File: src/rtl/wb_cmd_master_if.sv
// rtl/wb_cmd_master_if.sv - command stream, response stream and Wishbone bus bundle for wb_cmd_master
interface wb_cmd_master_if #(
    parameter int ADDR_W = 16,
    parameter int DATA_W = 16
);
    // Command stream
    logic              i_cmd_valid;
    logic              o_cmd_ready;
    logic              i_cmd_we;
    logic [ADDR_W-1:0] i_cmd_adr;
    logic [DATA_W-1:0] i_cmd_data;

    // Response stream
    logic              o_rsp_valid;
    logic              i_rsp_ready;
    logic [DATA_W-1:0] o_rsp_data;
    logic              o_rsp_err;

    // Wishbone classic bus
    logic              o_wb_cyc;
    logic              o_wb_stb;
    logic              o_wb_we;
    logic [ADDR_W-1:0] o_wb_adr;
    logic [DATA_W-1:0] o_wb_data;
    logic              i_wb_ack;
    logic [DATA_W-1:0] i_wb_data;

    modport master (
        input  i_cmd_valid, i_cmd_we, i_cmd_adr, i_cmd_data,
        input  i_rsp_ready,
        input  i_wb_ack, i_wb_data,
        output o_cmd_ready,
        output o_rsp_valid, o_rsp_data, o_rsp_err,
        output o_wb_cyc, o_wb_stb, o_wb_we, o_wb_adr, o_wb_data
    );

    modport slave (
        output i_cmd_valid, i_cmd_we, i_cmd_adr, i_cmd_data,
        output i_rsp_ready,
        output i_wb_ack, i_wb_data,
        input  o_cmd_ready,
        input  o_rsp_valid, o_rsp_data, o_rsp_err,
        input  o_wb_cyc, o_wb_stb, o_wb_we, o_wb_adr, o_wb_data
    );
endinterface

File: src/rtl/wb_cmd_master.sv
// rtl/wb_cmd_master.sv - FIFO-buffered Wishbone classic initiator with timeout and per-command response
module wb_cmd_master #(
    parameter int ADDR_W     = 16,
    parameter int DATA_W     = 16,
    parameter int FIFO_DEPTH = 4,
    parameter int TIMEOUT    = 16
) (
    input  logic           i_clk,
    input  logic           i_rst_n,
    wb_cmd_master_if.master bus
);
    localparam int PTR_W = $clog2(FIFO_DEPTH);
    localparam int CNT_W = $clog2(TIMEOUT);
    localparam int CMD_W = 1 + ADDR_W + DATA_W;

    typedef enum logic [1:0] {
        S_IDLE = 2'd0,
        S_BUS  = 2'd1,
        S_RESP = 2'd2
    } state_t;

    // Command FIFO storage and pointers (extra MSB distinguishes full from empty)
    logic [CMD_W-1:0] fifo_mem_q [FIFO_DEPTH];
    logic [PTR_W:0]   wr_ptr_q, wr_ptr_d;
    logic [PTR_W:0]   rd_ptr_q, rd_ptr_d;
    logic             fifo_full;
    logic             fifo_empty;
    logic             push;
    logic             pop;
    logic [CMD_W-1:0] head;
    logic             head_we;
    logic [ADDR_W-1:0] head_adr;
    logic [DATA_W-1:0] head_data;

    // Sequencer state and registered outputs
    state_t            state_q, state_d;
    logic [CNT_W-1:0]  cnt_q, cnt_d;
    logic              cyc_q, cyc_d;
    logic              we_q, we_d;
    logic [ADDR_W-1:0] adr_q, adr_d;
    logic [DATA_W-1:0] wdata_q, wdata_d;
    logic              rsp_valid_q, rsp_valid_d;
    logic [DATA_W-1:0] rsp_data_q, rsp_data_d;
    logic              rsp_err_q, rsp_err_d;

    assign fifo_empty = (wr_ptr_q == rd_ptr_q);
    assign fifo_full  = (wr_ptr_q[PTR_W] != rd_ptr_q[PTR_W]) &&
                        (wr_ptr_q[PTR_W-1:0] == rd_ptr_q[PTR_W-1:0]);

    // Ready depends only on registered pointers, so a pop in the same cycle never opens a slot
    assign bus.o_cmd_ready = !fifo_full;
    assign push            = bus.i_cmd_valid && !fifo_full;

    assign head = fifo_mem_q[rd_ptr_q[PTR_W-1:0]];
    assign {head_we, head_adr, head_data} = head;

    // FIFO payload write; contents are qualified by the pointers so no reset is needed
    always_ff @(posedge i_clk) begin
        if (push) begin
            fifo_mem_q[wr_ptr_q[PTR_W-1:0]] <= {bus.i_cmd_we, bus.i_cmd_adr, bus.i_cmd_data};
        end
    end

    // Next-state logic: pop in IDLE, run the bus cycle with timeout in BUS, hold the response in RESP
    always_comb begin
        state_d     = state_q;
        cnt_d       = cnt_q;
        cyc_d       = cyc_q;
        we_d        = we_q;
        adr_d       = adr_q;
        wdata_d     = wdata_q;
        rsp_valid_d = rsp_valid_q;
        rsp_data_d  = rsp_data_q;
        rsp_err_d   = rsp_err_q;
        pop         = 1'b0;

        case (state_q)
            S_IDLE: begin
                if (!fifo_empty) begin
                    pop     = 1'b1;
                    cyc_d   = 1'b1;
                    we_d    = head_we;
                    adr_d   = head_adr;
                    wdata_d = head_data;
                    cnt_d   = '0;
                    state_d = S_BUS;
                end
            end
            S_BUS: begin
                // Ack is tested first so an ack on the timeout edge still completes normally
                if (bus.i_wb_ack) begin
                    cyc_d       = 1'b0;
                    rsp_data_d  = we_q ? '0 : bus.i_wb_data;
                    rsp_err_d   = 1'b0;
                    rsp_valid_d = 1'b1;
                    state_d     = S_RESP;
                end else if (cnt_q == CNT_W'(TIMEOUT - 1)) begin
                    cyc_d       = 1'b0;
                    rsp_data_d  = '0;
                    rsp_err_d   = 1'b1;
                    rsp_valid_d = 1'b1;
                    state_d     = S_RESP;
                end else begin
                    cnt_d = cnt_q + 1'b1;
                end
            end
            S_RESP: begin
                if (bus.i_rsp_ready) begin
                    rsp_valid_d = 1'b0;
                    state_d     = S_IDLE;
                end
            end
            default: begin
                state_d = S_IDLE;
            end
        endcase

        wr_ptr_d = wr_ptr_q + (PTR_W + 1)'(push);
        rd_ptr_d = rd_ptr_q + (PTR_W + 1)'(pop);
    end

    // State and output registers; reset flushes the FIFO and abandons any in-flight cycle
    always_ff @(posedge i_clk) begin
        if (!i_rst_n) begin
            state_q     <= S_IDLE;
            cnt_q       <= '0;
            cyc_q       <= 1'b0;
            we_q        <= 1'b0;
            adr_q       <= '0;
            wdata_q     <= '0;
            rsp_valid_q <= 1'b0;
            rsp_data_q  <= '0;
            rsp_err_q   <= 1'b0;
            wr_ptr_q    <= '0;
            rd_ptr_q    <= '0;
        end else begin
            state_q     <= state_d;
            cnt_q       <= cnt_d;
            cyc_q       <= cyc_d;
            we_q        <= we_d;
            adr_q       <= adr_d;
            wdata_q     <= wdata_d;
            rsp_valid_q <= rsp_valid_d;
            rsp_data_q  <= rsp_data_d;
            rsp_err_q   <= rsp_err_d;
            wr_ptr_q    <= wr_ptr_d;
            rd_ptr_q    <= rd_ptr_d;
        end
    end

    assign bus.o_wb_cyc    = cyc_q;
    assign bus.o_wb_stb    = cyc_q;
    assign bus.o_wb_we     = we_q;
    assign bus.o_wb_adr    = adr_q;
    assign bus.o_wb_data   = wdata_q;
    assign bus.o_rsp_valid = rsp_valid_q;
    assign bus.o_rsp_data  = rsp_data_q;
    assign bus.o_rsp_err   = rsp_err_q;
endmodule
File: src/flat_wrapper.sv
// flat-port wrapper written by rule: the top's interface ports become plain ports
module wb_cmd_master_flat 
#(
    parameter int ADDR_W     = 16,
    parameter int DATA_W     = 16,
    parameter int FIFO_DEPTH = 4,
    parameter int TIMEOUT    = 16
)
  (i_clk, i_rst_n, bus_i_cmd_valid, bus_i_cmd_we, bus_i_cmd_adr, bus_i_cmd_data, bus_i_rsp_ready, bus_i_wb_ack, bus_i_wb_data, bus_o_cmd_ready, bus_o_rsp_valid, bus_o_rsp_data, bus_o_rsp_err, bus_o_wb_cyc, bus_o_wb_stb, bus_o_wb_we, bus_o_wb_adr, bus_o_wb_data);
  wb_cmd_master_if #(.ADDR_W(ADDR_W), .DATA_W(DATA_W)) bus_i ();
  input  logic i_clk;
  input  logic i_rst_n;
  input wire logic [$bits(bus_i.i_cmd_valid)-1:0] bus_i_cmd_valid;
  input wire logic [$bits(bus_i.i_cmd_we)-1:0] bus_i_cmd_we;
  input wire logic [$bits(bus_i.i_cmd_adr)-1:0] bus_i_cmd_adr;
  input wire logic [$bits(bus_i.i_cmd_data)-1:0] bus_i_cmd_data;
  input wire logic [$bits(bus_i.i_rsp_ready)-1:0] bus_i_rsp_ready;
  input wire logic [$bits(bus_i.i_wb_ack)-1:0] bus_i_wb_ack;
  input wire logic [$bits(bus_i.i_wb_data)-1:0] bus_i_wb_data;
  output wire logic [$bits(bus_i.o_cmd_ready)-1:0] bus_o_cmd_ready;
  output wire logic [$bits(bus_i.o_rsp_valid)-1:0] bus_o_rsp_valid;
  output wire logic [$bits(bus_i.o_rsp_data)-1:0] bus_o_rsp_data;
  output wire logic [$bits(bus_i.o_rsp_err)-1:0] bus_o_rsp_err;
  output wire logic [$bits(bus_i.o_wb_cyc)-1:0] bus_o_wb_cyc;
  output wire logic [$bits(bus_i.o_wb_stb)-1:0] bus_o_wb_stb;
  output wire logic [$bits(bus_i.o_wb_we)-1:0] bus_o_wb_we;
  output wire logic [$bits(bus_i.o_wb_adr)-1:0] bus_o_wb_adr;
  output wire logic [$bits(bus_i.o_wb_data)-1:0] bus_o_wb_data;
  assign bus_i.i_cmd_valid = bus_i_cmd_valid;
  assign bus_i.i_cmd_we = bus_i_cmd_we;
  assign bus_i.i_cmd_adr = bus_i_cmd_adr;
  assign bus_i.i_cmd_data = bus_i_cmd_data;
  assign bus_i.i_rsp_ready = bus_i_rsp_ready;
  assign bus_i.i_wb_ack = bus_i_wb_ack;
  assign bus_i.i_wb_data = bus_i_wb_data;
  assign bus_o_cmd_ready = bus_i.o_cmd_ready;
  assign bus_o_rsp_valid = bus_i.o_rsp_valid;
  assign bus_o_rsp_data = bus_i.o_rsp_data;
  assign bus_o_rsp_err = bus_i.o_rsp_err;
  assign bus_o_wb_cyc = bus_i.o_wb_cyc;
  assign bus_o_wb_stb = bus_i.o_wb_stb;
  assign bus_o_wb_we = bus_i.o_wb_we;
  assign bus_o_wb_adr = bus_i.o_wb_adr;
  assign bus_o_wb_data = bus_i.o_wb_data;
  wb_cmd_master #(.ADDR_W(ADDR_W), .DATA_W(DATA_W), .FIFO_DEPTH(FIFO_DEPTH), .TIMEOUT(TIMEOUT)) u_core (.i_clk(i_clk), .i_rst_n(i_rst_n), .bus(bus_i));
endmodule
File: config.mk
export PLATFORM = sky130hd
export DESIGN_NAME = wb_cmd_master_flat
export DESIGN_NICKNAME = d
export VERILOG_FILES = /design/src/rtl/wb_cmd_master_if.sv /design/src/rtl/wb_cmd_master.sv /design/src/flat_wrapper.sv
export SDC_FILE = /design/constraint.sdc
export NUM_CORES = 1
export LEC_CHECK = 0
export CAP_MARGIN = 20
export CORE_MARGIN = 5
export CORE_UTILIZATION = 36
export CTS_CLUSTER_SIZE = 24
export DETAILED_ROUTE_END_ITERATION = 8
export DONT_BUFFER_PORTS = 1
export GPL_TIMING_DRIVEN = 0
export PLACE_DENSITY_LB_ADDON = 0.3
export SYNTH_ARGS = -nofsm -noshare
export SYNTH_HDL_FRONTEND = slang
export SYNTH_SLANG_ARGS = --single-unit
File: constraint.sdc
create_clock -name i_clk -period 6.45 [get_ports i_clk]
set_input_delay 1.935 -clock i_clk [delete_from_list [all_inputs] [get_ports i_clk]]
set_output_delay 1.935 -clock i_clk [all_outputs]
set_load 0.02 [all_outputs]
==> metrics <==
Final Skew=9.376 ps; critical path arrival=1560 ps; register area share after synthesis=71.32%; synthesis-stage register bit count=196; core footprint=20,170 µm²; Compound-Gate Fraction of Synth Area=6.193%; Worst Tran Pin Value=855.9 ps; Nets=548; post-synthesis mux area share=10.11%; Worst Path Required=4510 ps; Post CTS Setup Buffer Count=0; minimum clock period=3492 ps; number of global-route vias before repair=4,262; crit start category=flip-flop; # resized after CTS=0; CP Max Fanout=7; Hold Violations, Final=0; Pleak=2.774 nW; clk sink count=196; die area=23,390 µm²; Initial Util=36.46%; first-pass GRT wire length=24,030 µm; Post-Synth XOR/XNOR Area=0.5954%; syn_nets=516; IO Count=108; CTS root buf=clkbuf_16; Post-CTS Hold Buffers=0; most frequent cells in the layout=edfxtp_1 (132), dfxtp_1 (64), nand2_1 (43); Post-Synth Adder-Cell Area=0.8506%; EDFF count, synth=132; # rows=52; Final Slew Violations=0; gr ovfl total=0; critical path endpoint category=primary output; post-synthesis average cell area=16.09 µm²; critical path type=reg -> out; via-per-instance ratio=5.060; FMAX=286.4 MHz; Hold Path Class=reg -> reg; Initial DRT Pass Iterations=4; RD Place Congestion=0.7557; DP HPWL=10,690 µm; main combinational cell family by area after synthesis=multiplexers; via count=3,906; Skew-Pair Late Insertion Delay=430 ps; Clock transition at path regs=70 ps; I/O Buffers=0; GRT Overall Usage=13.37%; routed wire length=15,070 µm; layout cells sized above 1=24.10%; Most used DFF post-synth=edfxtp_1; total CTS buffers=17; max capacitance violation total=0; pwr/cell area=405.7 nW/µm²; setup TNS=0 ps; simple logic cell fraction of the synthesized area=8.659%; Longest Clk Path Bufs=2; status=completed; final period utilization=54.14%; mapped cell area=7355 µm²; ANT cells=0; Finish-stage setup viols=0; DRT iter0 DRCs=229; clock tree from TritonCTS=done; H-tree levels=4; most common cell after layout, fill and taps aside=edfxtp_1; slew margin rel.=42.63%; dpl cells=740; synth warn=0; DRC violations left=0; VDD IR max=0.1970 mV; die width=152.9 µm; Cell variety after synth=40; Routed Antenna Nets=0; Synth async-reset ratio=0%; detailed-route wire length per cell=19.52 µm; Syn Inst Count=457; antenna violations before repair=0; Die Ht=152.9 µm; largest net degree at the start of global routing=22; RSZ-0062 raised after global routing=no; P&R area growth vs syn=15.26%; Finished Layout Cells=772
-- worst paths after layout --
check,end,start,slack [ps],depth (start not counted)
worst max-delay path,bus_o_cmd_ready,u_core.rd_ptr_q[0],2960,4
worst min-delay path,u_core.cnt_q[1],u_core.cnt_q[1],500,2
worst max register to register,u_core.fifo_mem_q[2][17],u_core.rd_ptr_q[0],3680,8
worst min register to register,u_core.cnt_q[1],u_core.cnt_q[1],500,2
-- through the flow --
step	hold slack, ps	utilization (%)	power [mW]	cell area, µm²	worst slack (ps)
floorplan	463.5	-	2.221	7355	1339
global placement	478.2	38.14	2.412	7692	-934.9
detailed placement	490.2	38.99	2.440	7864	2625
CTS	502.7	42.03	3.491	8477	2919
global route	536.4	42.03	3.625	8477	2844
finish	502.7	42.03	3.439	8477	2958
-- power breakdown --
| group | internal (mW) | switching [mW] |
|---|---|---|
| combinational | 0.284 | 0.379 |
| sequential | 1.50 | 0.227 |
| clock | 0.538 | 0.512 |
| total | 2.32 | 1.12 |
-- routing by layer --
| layer | routed length, µm | vias to the layer above | GRT usage [%] |
|---|---|---|---|
| met5 | 0 | - | 0 |
| met3 | 1509 | 11 | 6.701 |
| met1 | 6112 | 1958 | 15.76 |
| li1 | - | 1810 | - |
| met2 | 7340 | 127 | 22.30 |
| met4 | 109 | 0 | 2.715 |
-- flip-flops by register name (all words and copies together) (netlist names), 2 cells and up --
name                   cells
u_core.wr_ptr_q            3
u_core.bus.o_wb_data      16
u_core.state_q             2
u_core.cnt_q               4
u_core.fifo_mem_q        132
u_core.rd_ptr_q            3
u_core.bus.o_wb_adr       16
u_core.bus.o_rsp_data     16
-- layout make-up --
class | count | area (µm²)
Buffer | 30 | 163.9
Clock buffer | 18 | 439.2
Clock inverter | 14 | 173.9
Fill cell | 1883 | 11690
Inverter | 1 | 3.754
Multi-Input combinational cell | 230 | 1958
Sequential cell | 196 | 5245
Tap cell | 270 | 337.8
Timing Repair Buffer | 13 | 155.1
-- synthesized netlist by cell type (2+ instances only) --
| cell type | n | share of area (%) |
|---|---|---|
| o22ai_1 | 2 | 0.17 |
| a21oi_1 | 3 | 0.20 |
| dfxtp_1 | 64 | 17 |
| nand3_2 | 6 | 0.82 |
| o21ai_2 | 14 | 1.7 |
| nand3_1 | 28 | 1.9 |
| nor2_1 | 6 | 0.31 |
| nor2b_1 | 19 | 1.6 |
| nor3b_1 | 2 | 0.20 |
| buf_4 | 3 | 0.31 |
| nand2_1 | 43 | 2.2 |
| buf_2 | 7 | 0.48 |
| a21boi_0 | 3 | 0.31 |
| nand3b_1 | 2 | 0.20 |
| and2_1 | 7 | 0.60 |
| edfxtp_1 | 132 | 54 |
| ha_1 | 5 | 0.85 |
| o21ai_0 | 21 | 1.4 |
| a22oi_1 | 16 | 1.6 |
| buf_6 | 4 | 0.61 |
| clkbuf_1 | 14 | 0.71 |
| mux4_2 | 33 | 10 |
| and3_1 | 2 | 0.17 |
| xor2_1 | 5 | 0.60 |
-- critical path, stage by stage (launching register included) --
cell     delay, ps
dfxtp_1        340
buf_4          190
xor2_1         290
nor2_1         100
nand2_1        210
-- cell families (layout without fill, tap and decap cells) --
group / Yosys count / count (layout)
buffers and inverters: 31 / 76
flip-flops: 196 / 196
XOR/XNOR: 5 / 5
AND/OR/NAND/NOR: 122 / 122
multiplexers: 33 / 33
adder cells (fa/ha/maj): 5 / 5
AO/OA/AOI/OAI: 65 / 65
Note: power is estimated with default switching activity, not from simulation.
